### config.mk
export PLATFORM = sky130hd
export DESIGN_NAME = threshold_lane_scheduler_flat
export DESIGN_NICKNAME = d
export VERILOG_FILES = /design/src/rtl/threshold_lane_scheduler_if.sv /design/src/rtl/threshold_lane_scheduler.sv /design/src/flat_wrapper.sv
export SDC_FILE = /design/constraint.sdc
export NUM_CORES = 1
export LEC_CHECK = 0
export ABC_AREA = 1
export CORE_MARGIN = 8
export CORE_UTILIZATION = 45
export CTS_BUF_LIST = sky130_fd_sc_hd__clkbuf_16
export DETAILED_ROUTE_END_ITERATION = 8
export DONT_BUFFER_PORTS = 1
export SYNTH_ARGS = -nofsm -noshare
export SYNTH_HDL_FRONTEND = slang
export SYNTH_SLANG_ARGS = --single-unit
### constraint.sdc
create_clock -name clock -period 5.86 [get_ports clock]
set_input_delay 1.172 -clock clock [delete_from_list [all_inputs] [get_ports clock]]
set_output_delay 1.172 -clock clock [all_outputs]
set_load 0.02 [all_outputs]
### src/rtl/threshold_lane_scheduler_if.sv
// threshold_lane_scheduler_if: lane-side bundle between the scheduler and its filter lanes
interface threshold_lane_scheduler_if #(
  parameter int NUM_LANES = 4,
  parameter int WIDTH_BITS = 8,
  parameter int HEIGHT_BITS = 8
);
  logic [4:0] c_out;
  logic [NUM_LANES-1:0] lane_enable;
  logic [NUM_LANES-1:0] lane_finished;
  logic [NUM_LANES-1:0] lane_wren;
  logic [NUM_LANES*WIDTH_BITS-1:0] lane_col;
  logic [NUM_LANES*HEIGHT_BITS-1:0] lane_row;
  logic [NUM_LANES-1:0] lane_data;
  logic [NUM_LANES-1:0] lane_stall;
  modport master (
    output c_out, lane_enable, lane_stall,
    input lane_finished, lane_wren, lane_col, lane_row, lane_data
  );
  modport slave (
    input c_out, lane_enable, lane_stall,
    output lane_finished, lane_wren, lane_col, lane_row, lane_data
  );
endinterface

### src/rtl/threshold_lane_scheduler.sv
// threshold_lane_scheduler: staggers lane start-up and merges lane results through per-lane FIFOs
module threshold_lane_scheduler #(
  parameter int NUM_LANES = 4,
  parameter int WIDTH_BITS = 8,
  parameter int HEIGHT_BITS = 8,
  parameter int FIFO_DEPTH_BITS = 2,
  parameter int LAUNCH_GAP = 1,
  parameter int COUNT_BITS = 24
) (
  input  logic clock,
  input  logic reset,
  input  logic start,
  input  logic [4:0] c_in,
  input  logic invert,
  threshold_lane_scheduler_if.master lanes,
  output logic [HEIGHT_BITS-1:0] oX,
  output logic [WIDTH_BITS-1:0] oY,
  output logic [2:0] oR,
  output logic [2:0] oG,
  output logic [2:0] oB,
  output logic oValid,
  output logic busy,
  output logic done,
  output logic [9:0] LEDR,
  output logic [COUNT_BITS-1:0] cycle_count
);
  localparam int EW = HEIGHT_BITS + WIDTH_BITS + 1;
  localparam int PW = NUM_LANES > 1 ? $clog2(NUM_LANES) : 1;
  localparam int GW = $clog2(LAUNCH_GAP) + 1;
  localparam int CW = FIFO_DEPTH_BITS + 1;
  typedef enum logic [2:0] {IDLE, LAUNCH, RUN, DRAIN, DONE} state_t;
  state_t state, state_nx;
  logic accept, ovf, inv, any;
  logic [GW-1:0] gap;
  logic [PW-1:0] ptr, gnt;
  logic [NUM_LANES-1:0] full, empty, push, pop;
  logic [NUM_LANES-1:0][EW-1:0] head;
  logic [3:0] code;
  assign accept = start && (state == IDLE || state == DONE);
  assign lanes.lane_stall = full;
  assign LEDR = {lanes.c_out, ovf, code};
  // state register
  always_ff @(posedge clock) state <= reset ? IDLE : state_nx;
  // next state plus state-decoded status; drain ends only once the last popped pixel has left
  always_comb begin
    state_nx = state;
    if (accept) state_nx = LAUNCH;
    else if (state == LAUNCH && &lanes.lane_enable) state_nx = RUN;
    else if (state == RUN && &lanes.lane_finished) state_nx = DRAIN;
    else if (state == DRAIN && &empty && !oValid) state_nx = DONE;
    busy = state == LAUNCH || state == RUN || state == DRAIN;
    done = state == DONE;
    code = state == IDLE ? 4'b0001 : state == DRAIN ? 4'b0100 : state == DONE ? 4'b1000 : 4'b0010;
  end
  for (genvar k = 0; k < NUM_LANES; k++) begin : g_fifo
    logic [EW-1:0] mem [1 << FIFO_DEPTH_BITS];
    logic [FIFO_DEPTH_BITS-1:0] wp, rp;
    logic [CW-1:0] cnt;
    assign full[k] = cnt[FIFO_DEPTH_BITS];
    assign empty[k] = ~|cnt;
    assign push[k] = lanes.lane_wren[k] && !full[k];
    assign head[k] = mem[rp];
    // entry storage; validity is tracked by occupancy, so contents need no reset
    always_ff @(posedge clock)
      if (push[k]) mem[wp] <= {lanes.lane_row[k*HEIGHT_BITS +: HEIGHT_BITS], lanes.lane_col[k*WIDTH_BITS +: WIDTH_BITS], lanes.lane_data[k]};
    // pointers and occupancy
    always_ff @(posedge clock) begin
      if (reset) begin
        wp <= '0;
        rp <= '0;
        cnt <= '0;
      end else begin
        if (push[k]) wp <= wp + 1'b1;
        if (pop[k]) rp <= rp + 1'b1;
        cnt <= cnt + CW'(push[k]) - CW'(pop[k]);
      end
    end
  end
  // round-robin: first non-empty FIFO at or after the priority pointer
  always_comb begin
    gnt = '0;
    any = 1'b0;
    pop = '0;
    for (int i = NUM_LANES - 1; i >= 0; i--) begin
      if (!empty[(int'(ptr) + i) % NUM_LANES]) begin
        gnt = PW'((int'(ptr) + i) % NUM_LANES);
        any = 1'b1;
      end
    end
    if (any) pop[gnt] = 1'b1;
  end
  // run control, staggered lane launch, arbiter pointer and registered pixel output
  always_ff @(posedge clock) begin
    if (reset) begin
      lanes.c_out <= '0;
      lanes.lane_enable <= '0;
      inv <= 1'b0;
      ovf <= 1'b0;
      gap <= '0;
      ptr <= '0;
      cycle_count <= '0;
      oX <= '0;
      oY <= '0;
      oR <= '0;
      oG <= '0;
      oB <= '0;
      oValid <= 1'b0;
    end else begin
      oValid <= any;
      if (any) begin
        oX <= head[gnt][EW-1 -: HEIGHT_BITS];
        oY <= head[gnt][WIDTH_BITS:1];
        oR <= {3{head[gnt][0] ^ inv}};
        oG <= {3{head[gnt][0] ^ inv}};
        oB <= {3{head[gnt][0] ^ inv}};
        ptr <= int'(gnt) == NUM_LANES - 1 ? '0 : gnt + 1'b1;
      end
      if (|(lanes.lane_wren & full)) ovf <= 1'b1;
      if (busy && !(&cycle_count)) cycle_count <= cycle_count + 1'b1;
      if (state == LAUNCH && !(&lanes.lane_enable)) begin
        gap <= gap == GW'(LAUNCH_GAP - 1) ? '0 : gap + 1'b1;
        if (gap == GW'(LAUNCH_GAP - 1)) lanes.lane_enable <= (lanes.lane_enable << 1) | NUM_LANES'(1);
      end
      if (accept) begin
        lanes.c_out <= c_in;
        inv <= invert;
        lanes.lane_enable <= '0;
        cycle_count <= '0;
        ovf <= 1'b0;
        ptr <= '0;
        gap <= '0;
      end
    end
  end
endmodule
### src/flat_wrapper.sv
// flat-port wrapper written by rule: the top's interface ports become plain ports
module threshold_lane_scheduler_flat 
#(
  parameter int NUM_LANES = 4,
  parameter int WIDTH_BITS = 8,
  parameter int HEIGHT_BITS = 8,
  parameter int FIFO_DEPTH_BITS = 2,
  parameter int LAUNCH_GAP = 1,
  parameter int COUNT_BITS = 24
)
  (clock, reset, start, c_in, invert, oX, oY, oR, oG, oB, oValid, busy, done, LEDR, cycle_count, lanes_c_out, lanes_lane_enable, lanes_lane_stall, lanes_lane_finished, lanes_lane_wren, lanes_lane_col, lanes_lane_row, lanes_lane_data);
  threshold_lane_scheduler_if #(.NUM_LANES(NUM_LANES), .WIDTH_BITS(WIDTH_BITS), .HEIGHT_BITS(HEIGHT_BITS)) lanes_i ();
  input  logic clock;
  input  logic reset;
  input  logic start;
  input  logic [4:0] c_in;
  input  logic invert;
  output logic [HEIGHT_BITS-1:0] oX;
  output logic [WIDTH_BITS-1:0] oY;
  output logic [2:0] oR;
  output logic [2:0] oG;
  output logic [2:0] oB;
  output logic oValid;
  output logic busy;
  output logic done;
  output logic [9:0] LEDR;
  output logic [COUNT_BITS-1:0] cycle_count;
  output wire logic [$bits(lanes_i.c_out)-1:0] lanes_c_out;
  output wire logic [$bits(lanes_i.lane_enable)-1:0] lanes_lane_enable;
  output wire logic [$bits(lanes_i.lane_stall)-1:0] lanes_lane_stall;
  input wire logic [$bits(lanes_i.lane_finished)-1:0] lanes_lane_finished;
  input wire logic [$bits(lanes_i.lane_wren)-1:0] lanes_lane_wren;
  input wire logic [$bits(lanes_i.lane_col)-1:0] lanes_lane_col;
  input wire logic [$bits(lanes_i.lane_row)-1:0] lanes_lane_row;
  input wire logic [$bits(lanes_i.lane_data)-1:0] lanes_lane_data;
  assign lanes_c_out = lanes_i.c_out;
  assign lanes_lane_enable = lanes_i.lane_enable;
  assign lanes_lane_stall = lanes_i.lane_stall;
  assign lanes_i.lane_finished = lanes_lane_finished;
  assign lanes_i.lane_wren = lanes_lane_wren;
  assign lanes_i.lane_col = lanes_lane_col;
  assign lanes_i.lane_row = lanes_lane_row;
  assign lanes_i.lane_data = lanes_lane_data;
  threshold_lane_scheduler #(.NUM_LANES(NUM_LANES), .WIDTH_BITS(WIDTH_BITS), .HEIGHT_BITS(HEIGHT_BITS), .FIFO_DEPTH_BITS(FIFO_DEPTH_BITS), .LAUNCH_GAP(LAUNCH_GAP), .COUNT_BITS(COUNT_BITS)) u_core (.clock(clock), .reset(reset), .start(start), .c_in(c_in), .invert(invert), .lanes(lanes_i), .oX(oX), .oY(oY), .oR(oR), .oG(oG), .oB(oB), .oValid(oValid), .busy(busy), .done(done), .LEDR(LEDR), .cycle_count(cycle_count));
endmodule
== After elaboration in Yosys (flattened, before gate mapping) ==
Memory sizes are Yosys's and may differ from the RTL's. A register that Yosys moved wholly into a read port is not among the register bits.
Index checks and enable logic that the tools add are counted.
W data, S select, Z words.

* Register bits after elaboration: 87
* Bits in latches: 0
* RAM bits: 272
* Memory bits (read-only): 0
* Bits of input ports: 85
* Output and inout port bits: 75
* Logic and storage cells: 162
* Memories kept: 4

{| class="wikitable"
|+ Memories
! memory !! depth !! bits a word !! read ports !! clocked after Yosys merged registers in !! write ports !! line !! text
|-
| u_core.g_fifo[0].mem || 4 || 17 || 1 || 1 || 1 || threshold_lane_scheduler.sv:56 || <nowiki>logic [EW-1:0] mem [1 << FIFO_DEPTH_BITS];</nowiki>
|-
| u_core.g_fifo[1].mem || 4 || 17 || 1 || 1 || 1 || threshold_lane_scheduler.sv:56 ||
|-
| u_core.g_fifo[2].mem || 4 || 17 || 1 || 1 || 1 || threshold_lane_scheduler.sv:56 ||
|-
| u_core.g_fifo[3].mem || 4 || 17 || 1 || 1 || 1 || threshold_lane_scheduler.sv:56 ||
|}

* Add/sub/neg operators: 22
* Multipliers: 0
* Divide/modulo/power cells: 0
* Magnitude comparators: 6
* Eq/ne operators: 5
* Shift-type cells: 0
* Multiplexer cells: 49
* Bitwise operators: 6
* Reduce and logical (&&, ||, !) cells: 44

{| class="wikitable"
|+ Operators with widths
! operator !! number
|-
| $bmux W17 S2 || 1
|-
| $mux W2 || 16
|-
| $add A24 B1 Y24 const B || 1
|-
| $reduce_and A24 Y1 || 1
|-
| $mux W1 || 22
|-
| $add A2 B1 Y2 const B || 10
|-
| $mux W17 || 1
|-
| $mux W4 || 4
|-
| $add A3 B1 Y3 || 4
|-
| $logic_and A1 B1 Y1 || 12
|-
| $lt A3 B4 Y1 const B || 3
|-
| $reduce_and A4 Y1 || 3
|-
| $reduce_or A3 Y1 || 4
|-
| $sub A3 B1 Y3 || 4
|-
| $logic_not A1 Y1 || 11
|-
| $bmux W1 S2 || 4
|-
| $reduce_or A2 Y1 || 4
|-
| $reduce_or A4 Y1 || 2
|-
| $eq A3 B2 Y1 const B || 2
|-
| $lt A2 B3 Y1 const B || 2
|-
| $add A2 B2 Y2 const B || 2
|-
| $and A4 B4 Y4 || 1
|-
| $reduce_bool A4 Y1 || 1
|-
| $and A1 B1 Y1 const A || 3
|-
| 12 further kinds || 14
|}

== Longest topological paths before layout ==
Gate-level depths: netlist (run 1).

* Word-level depth: 17
* Depth in mapped cells: 23
* Depth with buffers taken out: 21

== Worst setup path before layout (run 1) ==
No wires, ideal clock.

* Path kind: flip-flop to flip-flop
* Start point: register u_core.g_fifo[1].cnt[2]
* End point: register u_core.g_fifo[3].cnt[2]
* Library setup time: 0.070 ns
* Arrival: 2.664 ns
* Required time: 5.790 ns
* Setup slack: 3.126 ns
* Stages on the path, launching flop included: 20
* Buffers on the path: 1
* Period minus slack after synthesis: 2.734 ns
* Cell sequence: dfxtp_1 -> nor2_1 -> nand3_1 -> nand3_1 -> nand2_1 -> a21oi_2 -> nand2_4 -> nand2_4 -> buf_12 -> inv_2 -> ha_1 -> nand2_1 -> inv_1 -> ha_1 -> inv_1 -> ha_1 -> fa_1 -> inv_1 -> o21ai_0 -> a21oi_1

* Word-level cells in the longest chain between the ends: 15
* Elaborated cells on any way between the ends: 28
* Classes of those cells: add/sub (1); order compare (2); mux (22); reduce/logical (3)

{| class="wikitable"
|+ RTL lines
! what !! line !! text
|-
| from (decl) || threshold_lane_scheduler.sv:58 || <nowiki>logic [CW-1:0] cnt;</nowiki>
|-
| from (signal assigned) || threshold_lane_scheduler.sv:75 || <nowiki>cnt <= cnt + CW'(push[k]) - CW'(pop[k]);</nowiki>
|-
| $reduce_or A3 Y1 (*) || threshold_lane_scheduler.sv:60 || <nowiki>assign empty[k] = ~|cnt;</nowiki>
|-
| $logic_not A1 Y1 (*) || threshold_lane_scheduler.sv:60 ||
|-
| $bmux W1 S2 || threshold_lane_scheduler.sv:85 || <nowiki>if (!empty[(int'(ptr) + i) % NUM_LANES]) begin</nowiki>
|-
| $mux W1 (implied by the code) (2 in series) || threshold_lane_scheduler.sv:85 ||
|-
| $mux W2 (4 in series) || threshold_lane_scheduler.sv:85 ||
|-
| $lt A2 B3 Y1 (implied by the code) or $ge A2 B1 Y1 (tied branches) || threshold_lane_scheduler.sv:90 || <nowiki>if (any) pop[gnt] = 1'b1;</nowiki>
|-
| $logic_and A1 B1 Y1 (implied by the code) || threshold_lane_scheduler.sv:90 ||
|-
| $mux W1 (implied by the code) || threshold_lane_scheduler.sv:90 ||
|-
| $demux W1 S2 || -- ||
|-
| $mux W4 (*) || threshold_lane_scheduler.sv:90 ||
|-
| named net u_core.pop[3] || threshold_lane_scheduler.sv:36 || <nowiki>logic [NUM_LANES-1:0] full, empty, push, pop;</nowiki>
|-
| $sub A3 B1 Y3 (*) || threshold_lane_scheduler.sv:75 ||
|-
| to (signal assigned) || threshold_lane_scheduler.sv:75 ||
|-
| to (decl) || threshold_lane_scheduler.sv:58 ||
|}

Mark *: on every way through the listed nets, which the timed path passes. The rest lies on a longest branch. The select of a mux whose other input is x is not followed.
A chain may end at the register's enable or synchronous reset.

== Worst setup path in the final report (run 1) ==
* Start point: register u_core.g_fifo[0].cnt[2]
* End point: register u_core.g_fifo[3].cnt[2]

* Word-level cells in the longest chain between the ends: 15
* Elaborated cells on any way between the ends: 28
* Classes of those cells: add/sub (1); order compare (2); mux (22); reduce/logical (3)

{| class="wikitable"
|+ RTL lines
! what !! line
|-
| from (decl) || threshold_lane_scheduler.sv:58
|-
| from (signal assigned) || threshold_lane_scheduler.sv:75
|-
| $reduce_or A3 Y1 (*) || threshold_lane_scheduler.sv:60
|-
| $logic_not A1 Y1 (*) || threshold_lane_scheduler.sv:60
|-
| $bmux W1 S2 || threshold_lane_scheduler.sv:85
|-
| $mux W1 (implied by the code) (2 in series) || threshold_lane_scheduler.sv:85
|-
| $mux W2 (4 in series) || threshold_lane_scheduler.sv:85
|-
| $lt A2 B3 Y1 (implied by the code) or $ge A2 B1 Y1 (tied branches) || threshold_lane_scheduler.sv:90
|-
| $logic_and A1 B1 Y1 (implied by the code) || threshold_lane_scheduler.sv:90
|-
| $mux W1 (implied by the code) || threshold_lane_scheduler.sv:90
|-
| $demux W1 S2 || --
|-
| $mux W4 (*) || threshold_lane_scheduler.sv:90
|-
| named net u_core.pop[3] || threshold_lane_scheduler.sv:36
|-
| $sub A3 B1 Y3 (*) || threshold_lane_scheduler.sv:75
|}

Marked as above.

==> key figures, run 1 <==
Status
  – Outcome: finished clean

Clocking
  – Post-CTS resize count: 0
  – Clock Latency Late Sink: between 500 and 600 ps
  – CTS clk-pin slew, worst paths: ~60 ps
  – CTS tree: built
  – Clock sink total: 366
  – Root buffer cell: clkbuf_16
  – Post-CTS setup buffers: 0
  – Bufs on Longest Clock Path: 3
  – Hold-fix buffer count after cts: 0
  – TritonCTS Buffers: 40
  – H-tree Lvls: 2

Critical path
  – Crit Reg-Reg Endpoint: u_core.g_fifo[3].cnt[2]$_SDFF_PP0_
  – Flop2flop setup slack: 2150 ps
  – Worst setup EP type: register
  – Worst path required time: roughly 6300 ps
  – Crit-path cells: inv_1, nand3_1, nand3_1, nand2_1, inv_2, a21oi_2, nand2_4, nand2_4, inv_2, ha_1, nand2_1, inv_1, ha_1, inv_1, ha_1, fa_1, inv_1, o21ai_0, a21oi_1
  – Worst setup path class: reg -> reg
  – CP max FO: 56
  – Worst path arrival time: between 4000 and 5000 ps
  – Critical Path Max Stage Delay: between 500 and 600 ps
  – CP max stage cell: nand2_4
  – Worst Setup Start Kind: register
  – CP endpoint: u_core.g_fifo[3].cnt[2]$_SDFF_PP0_
  – Most frequent CP cell: inv_1
  – R2R depth: 19
  – RR Startpoint: u_core.g_fifo[0].cnt[2]$_SDFF_PP0_
  – Crit path from: u_core.g_fifo[0].cnt[2]$_SDFF_PP0_

Routing
  – Post-Route WL: between 30 and 40 mm
  – Post-route DRC: 0
  – Initial DRT Pass Iterations: 5
  – Via density: around 5.3
  – Total number of vias: about 10,000
  – Post-route ant nets: 0
  – Detailed Route Iter0 Violations: approximately 660
  – Routed WL per cell: between 15 and 20 um

Synthesis
  – Adder-cell share of the synthesized area: 2.61%
  – Largest family of logic cells by synthesized area: simple AND/OR/NAND/NOR gates
  – Post-Syn Area: about 0.016 mm^2
  – Top_reg_cell synth: edfxtp_1
  – Synth Register Bits: between 300 and 400
  – Post-synth top area cell: edfxtp_1
  – Sequential share of the synthesized area: between 60% and 70%
  – Multiplexer share of the synthesized area: 0%
  – Synth cell types: 44
  – Syn nets: 1,572
  – Share of synthesized registers carrying an async set or reset: 0%
  – Synth warn: 0
  – Post-synth top area share: between 50% and 60%
  – Synth Area in Compound Gates: 11.2%
  – Post-Synthesis Cells: 1,457
  – Avg Cell Area, Syn: roughly 11 um^2
  – Number of synthesized flops with an enable pin: 272
  – Post-synthesis xor/xnor area fraction: less than 1%
  – Simple-Gate Fraction of Synth Area: between 10% and 20%
  – Synth area leaders: edfxtp_1, dfxtp_1, nor2_1, o21ai_0, inv_1

Hold path
  – Hold crit path type: reg -> reg

Timing
  – Max-slew headroom: between 30% and 40%
  – Worst Setup Slack, final: 2150 ps
  – Final Slew Violations: 0
  – RSZ-0062 raised after global routing: false
  – Post-Route Setup TNS: 0 ps
  – Fin crit share: approximately 63%
  – Least-Margin Pin Slew: about 1000 ps
  – Setup Skew: roughly 11 ps
  – Hold Vio Cnt, Final: 0
  – Fin crit period: 3710 ps
  – Endpoints failing setup: 0
  – F_max: 0.269 GHz

Power
  – Net Sw Frac: 39.2%
  – Maximum vdd ir drop: approximately 500 uV
  – Psw: about 3.6 mW
  – Clock share of power: 26.1%
  – Seq pwr share: 38.1%
  – Part of the power in combinational logic: ~36%
  – Leak: a little over 6 nW
  – Int Pwr: approximately 5.5 mW
  – PD cells: 534 mW/mm^2

Die
  – Top-Level Pins: 160
  – Initial Util: a little under half
  – Row cnt: around 70
  – Die height: slightly above 200 um
  – Total core area: 0.0343 mm^2
  – Die width: 202 um
  – Die Area: 0.0407 mm^2

Place
  – Placement Setup Slack: around 2200 ps
  – Final HPWL from detailed placement: 24.5 mm
  – GP Congestion: 0.832
  – Inst Count DP: between 1,500 and 2,000
  – Input/output buffers: 0

GRT
  – Pin count of the biggest net entering global routing: 57
  – First-pass GRT wire length: between 50 and 60 mm
  – Vias in the first global route: about 9,600
  – Initial antenna violation count: 1
  – Global-route total usage across every layer: roughly 18%
  – Grt ovf: 0

Finish
  – # nets final: ~1,600
  – Fin cells: between 1,500 and 2,000
  – # diodes: 0
  – Final core occ: approximately 50%
  – # fillers: just over 3,000
  – Area Overhead vs Synth: 9.78%
  – Layout cells sized above 1: a little under a tenth

Flow run
  – Max-Cap Viols: 0
-- per-stage QoR --
| step | hold WS [ps] | cell area (um^2) | total power [mW] |
|---|---|---|---|
| 4_1_cts | 470 | 17000 | 9.18 |
| 5_1_grt | 496 | 17000 | 9.69 |
| 3_3_place_gp | 452 | 15800 | 6.70 |
| 3_5_place_dp | 457 | 15800 | 6.78 |
| 6_report | 468 | 17000 | 9.09 |
| 2_1_floorplan | 436 | 15500 | 6.11 |
-- placed cells by master (no fill, tap or decap), drive strengths merged, types with 26 or more instances in the layout --
cell and instances:
ha 26, nand2 107, clkbuf 41, inv 164, nor2 261, o22ai 39, nand3 83, o21ai 185
edfxtp 272, dfxtp 94, a21oi 76
-- kinds of logic after synthesis --
logic type               count (synthesis)
buffers and inverters                  228
flip-flops                             366
AO/OA/AOI/OAI                          315
AND/OR/NAND/NOR                        509
adder cells (fa/ha/maj)                 30
XOR/XNOR                                 9
-- synthesized netlist by cell type, types with 2 or more instances --
master,instances
or2_2,15
o21a_1,4
buf_4,20
clkinv_1,4
o211ai_2,2
nor2_1,257
xor2_1,6
nor2_2,2
a32oi_1,2
o21ai_0,163
xnor2_1,3
edfxtp_1,272
nand4_1,22
clkbuf_1,46
ha_1,26
o21ai_1,22
buf_2,5
buf_6,4
nand2_2,3
a22oi_1,2
buf_12,3
nor4_1,5
a21oi_2,16
nand3_2,2
nand3_1,81
inv_1,138
fa_1,4
nor3_1,12
inv_2,6
nand2_4,4
o22ai_1,39
nand2_1,100
o21bai_1,3
a21oi_1,60
dfxtp_1,94
nor2_4,2
-- how the worst min path moves through the flow --
| stage | startpoint | endpoint | slack (ps) | cells after the start |
|---|---|---|---|---|
| 6_report | u_core.g_fifo[3].rp[1]$_SDFFE_PP0P_ | u_core.g_fifo[3].rp[1]$_SDFFE_PP0P_ | 470 | 2 |
| 5_1_grt | u_core.g_fifo[0].rp[1]$_SDFFE_PP0P_ | register | 500 | 2 |
| 4_1_cts | u_core.g_fifo[3].rp[1]$_SDFFE_PP0P_ | register | 470 | 2 |
| 3_5_place_dp | u_core.g_fifo[3].rp[1]$_SDFFE_PP0P_ | u_core.g_fifo[3].rp[1]$_SDFFE_PP0P_ | 460 | 2 |
| 3_3_place_gp | u_core.g_fifo[0].rp[1]$_SDFFE_PP0P_ | u_core.g_fifo[0].rp[1]$_SDFFE_PP0P_ | 450 | 2 |
| 2_1_floorplan | u_core.g_fifo[3].rp[1]$_SDFFE_PP0P_ | register | 440 | 2 |
-- worst max-delay path, delay by kind of cell (launching register included) --
kind	cells	cell delay (ps)
AOI/OAI and AO/OA	3	370
buffers and inverters	6	540
DFF	1	530
adders and majority gates	4	1070
and+or+nand+nor	6	1130
-- layer usage --
metal	global-route usage, %	wire length, um
met2	29.5	18000
met1	21.5	15000
met3	5.89	3070
met5	0.861	45
met4	5.04	878
-- final cells by class --
class | instances | area (um^2) | area share [%]
multi-input cells | 863 | 4460 | 26.2
flip-flops and latches | 366 | 10100 | 59.0
well taps | 455 | 569 | 3.34
clock inverters | 33 | 225 | 1.32
clock buffers | 41 | 1030 | 6.02
repair buffers | 19 | 143 | 0.837
inverters | 149 | 567 | 3.33
-- flip-flops by register name, indices dropped and copies added, names as in the netlist, named ones only --
register,flops
u_core.inv,1
u_core.lanes.lane_enable,4
u_core.oY,8
u_core.g_fifo.wp,8
u_core.g_fifo.cnt,12
u_core.ptr,2
u_core.cycle_count,24
u_core.oValid,1
u_core.g_fifo.rp,8
u_core.g_fifo.mem,272
u_core.lanes.c_out,5
u_core.oR,1
u_core.ovf,1
u_core.oX,8
u_core.state,3
-- power by group through the flow --
| stage | Combinational (mW) | Sequential (mW) | Clock (mW) |
|---|---|---|---|
| finish | 3.25 | 3.47 | 2.37 |
| global route | 3.66 | 3.51 | 2.52 |
| CTS | 3.28 | 3.47 | 2.43 |
| detailed placement | 3.26 | 3.52 | 0 |
| global placement | 3.19 | 3.51 | 0 |
| floorplan | 2.74 | 3.36 | 0 |
No activity file was read; power rests on OpenSTA's default activity.
==> run 2, diff against run 1 <==
==> constraint.sdc (replaced) <==
create_clock -name clock -period 3 [get_ports clock]
set_input_delay 0.6 -clock clock [delete_from_list [all_inputs] [get_ports clock]]
set_output_delay 0.6 -clock clock [all_outputs]
set_load 0.02 [all_outputs]
==> key figures, run 2 (synthesis results as in run 1) <==
Finish
  – Most common cell after layout, fill and taps aside: edfxtp_1
  – Most frequent cells in the layout: edfxtp_1, nor2_1, o21ai_0, inv_1, nand2_1
  – Max FFs per register: 272
  – Multi-input gate area: 0.00449 mm^2
  – # fillers: 3,045
  – Storage cell area: 0.0101 mm^2
  – Fin cells: a little under 2,000
  – Final Cell Area: between 0.015 and 0.02 mm^2
  – # diodes: 0
  – Area Overhead vs Synth: 11.4%
  – Top flop regs: u_core.g_fifo.mem (272), u_core.cycle_count (24), u_core.g_fifo.cnt (12)
  – # nets final: 1,589
  – Final core occ: between 50% and 60%
  – Layout cells sized above 1: between 10% and 20%
  – Reg with most FFs: u_core.g_fifo.mem

Routing
  – Total number of vias: about 10,000
  – Post-Route WL: 38.1 mm
  – Routed WL per cell: 19.4 um
  – Initial DRT Pass Iterations: 5
  – Detailed Route Iter0 Violations: between 800 and 900
  – Via density: roughly 5.3
  – Post-route DRC: 0
  – Post-route ant nets: 0

Die
  – Die height: around 200 um
  – Initial Util: 45.3%
  – Die width: between 200 and 250 um
  – Total core area: 0.0343 mm^2
  – Top-Level Pins: 160
  – Row cnt: 68
  – Die Area: around 0.04 mm^2

Critical path
  – Worst setup path class: reg -> reg
  – R2R depth: 20
  – Worst setup EP type: register
  – Worst Setup Start Kind: register
  – Worst path required time: 3480 ps
  – CP max FO: 8
  – Worst path arrival time: between 3000 and 4000 ps

Timing
  – Least-Margin Pin Slew: about 940 ps
  – RSZ-0062 raised after global routing: false
  – Hold slack: 116 ps
  – Fin crit period: 2800 ps
  – Max-slew headroom: 37.6%
  – F_max: ~0.36 GHz
  – Post-Route Setup TNS: 0 ps
  – Setup Skew: roughly 19 ps
  – Hold Vio Cnt, Final: 0
  – Fin crit share: between 90% and 100%
  – Endpoints failing setup: 0
  – Final Slew Violations: 0

Clocking
  – Clock Latency Late Sink: roughly 550 ps
  – Root buffer cell: clkbuf_16
  – H-tree Lvls: 2
  – CTS clk-pin slew, worst paths: roughly 60 ps
  – Clock sink total: between 300 and 400
  – Bufs on Longest Clock Path: 3
  – TritonCTS Buffers: 40
  – Post-CTS setup buffers: 0
  – Post-CTS resize count: 0
  – Hold-fix buffer count after cts: 0
  – CTS tree: built

Power
  – Leak: around 6.3 nW
  – Maximum vdd ir drop: between 800 and 900 uV
  – PD cells: around 1100 mW/mm^2

GRT
  – Grt ovf: 0
  – Vias in the first global route: around 10,000
  – Initial antenna violation count: 0
  – Global-route total usage across every layer: between 15 and 20%
  – First-pass GRT wire length: around 58 mm
  – Pin count of the biggest net entering global routing: between 40 and 50

Place
  – GP Congestion: approximately 0.9
  – Input/output buffers: 0
  – Final HPWL from detailed placement: 25.4 mm
  – Placed Instance Area: 0.0160 mm^2
  – Inst Count DP: 1,887

Hold path
  – Hold crit path type: in -> reg
  – Hold Crit Depth: 1

Flow run
  – Max-Cap Viols: 0

Status
  – Outcome: finished clean
## run 2: cell types whose count changed in the layout (fill, tap and decap cells not counted), moves of 2 or more
cell,previous run,this run
buf_4,19,54
bufinv_16,3,0
clkinv_1,7,15
clkinv_2,7,12
clkinv_4,0,2
dfxtp_1,93,91
inv_1,155,141
nand3_1,81,78
nand3_2,2,5
nor2_2,6,3
nor2_4,2,4
## run 2: routing by layer
layer	wire length, um	GRT usage [%]	vias to the layer above
met1	15400	22.1	5046
met2	18200	29.7	287
met4	1230	7.25	0
met5	0	0	-
met3	3140	5.98	64
li1	-	-	5052
## run 2: where the power goes
part	total [mW]	switching [mW]	internal, mW	leakage (nW)
Combinational	7.14	4.95	2.19	2.47
Sequential	6.66	0.523	6.14	3.26
Clock	4.50	2.00	2.50	0.619
## run 2: worst paths after layout
path,end,from,slack (ps)
max,u_core.g_fifo[3].cnt[2]$_SDFF_PP0_,u_core.ptr[0]$_SDFFE_PP0N_,200
min,u_core.g_fifo[3].cnt[0]$_SDFF_PP0_,reset,120
max reg2reg,u_core.g_fifo[3].cnt[2]$_SDFF_PP0_,u_core.ptr[0]$_SDFFE_PP0N_,200
min reg2reg,u_core.g_fifo[2].rp[1]$_SDFFE_PP0P_,u_core.g_fifo[2].rp[1]$_SDFFE_PP0P_,470
## run 2: final cells by class
cell class | instances | area share [%]
Tap cell | 455 | 3.29
Clock buffer | 41 | 5.94
Multi-Input combinational cell | 863 | 26.0
Timing Repair Buffer | 54 | 2.35
Sequential cell | 366 | 58.2
Inverter | 149 | 3.28
Clock inverter | 33 | 0.992
## run 2: critical path, stage by stage, from the launching register on
cell,delay (ps)
dfxtp_4,390
inv_8,100
nand2_1,60
nand2_1,90
nand3_1,110
nand2_1,90
inv_2,50
a21oi_2,150
nand2_4,90
nand2_8,90
inv_2,60
ha_1,190
nand2_1,80
inv_2,60
ha_1,270
inv_1,40
ha_1,180
fa_1,350
inv_1,70
o21ai_0,80
a21oi_1,140
## run 2: per-stage QoR
step	worst slack (ps)	power [mW]
floorplan	266	11.9
global placement	131	13.7
detailed placement	53.2	13.8
CTS	23.7	18.4
global route	3.23	19.5
finish	200	18.3
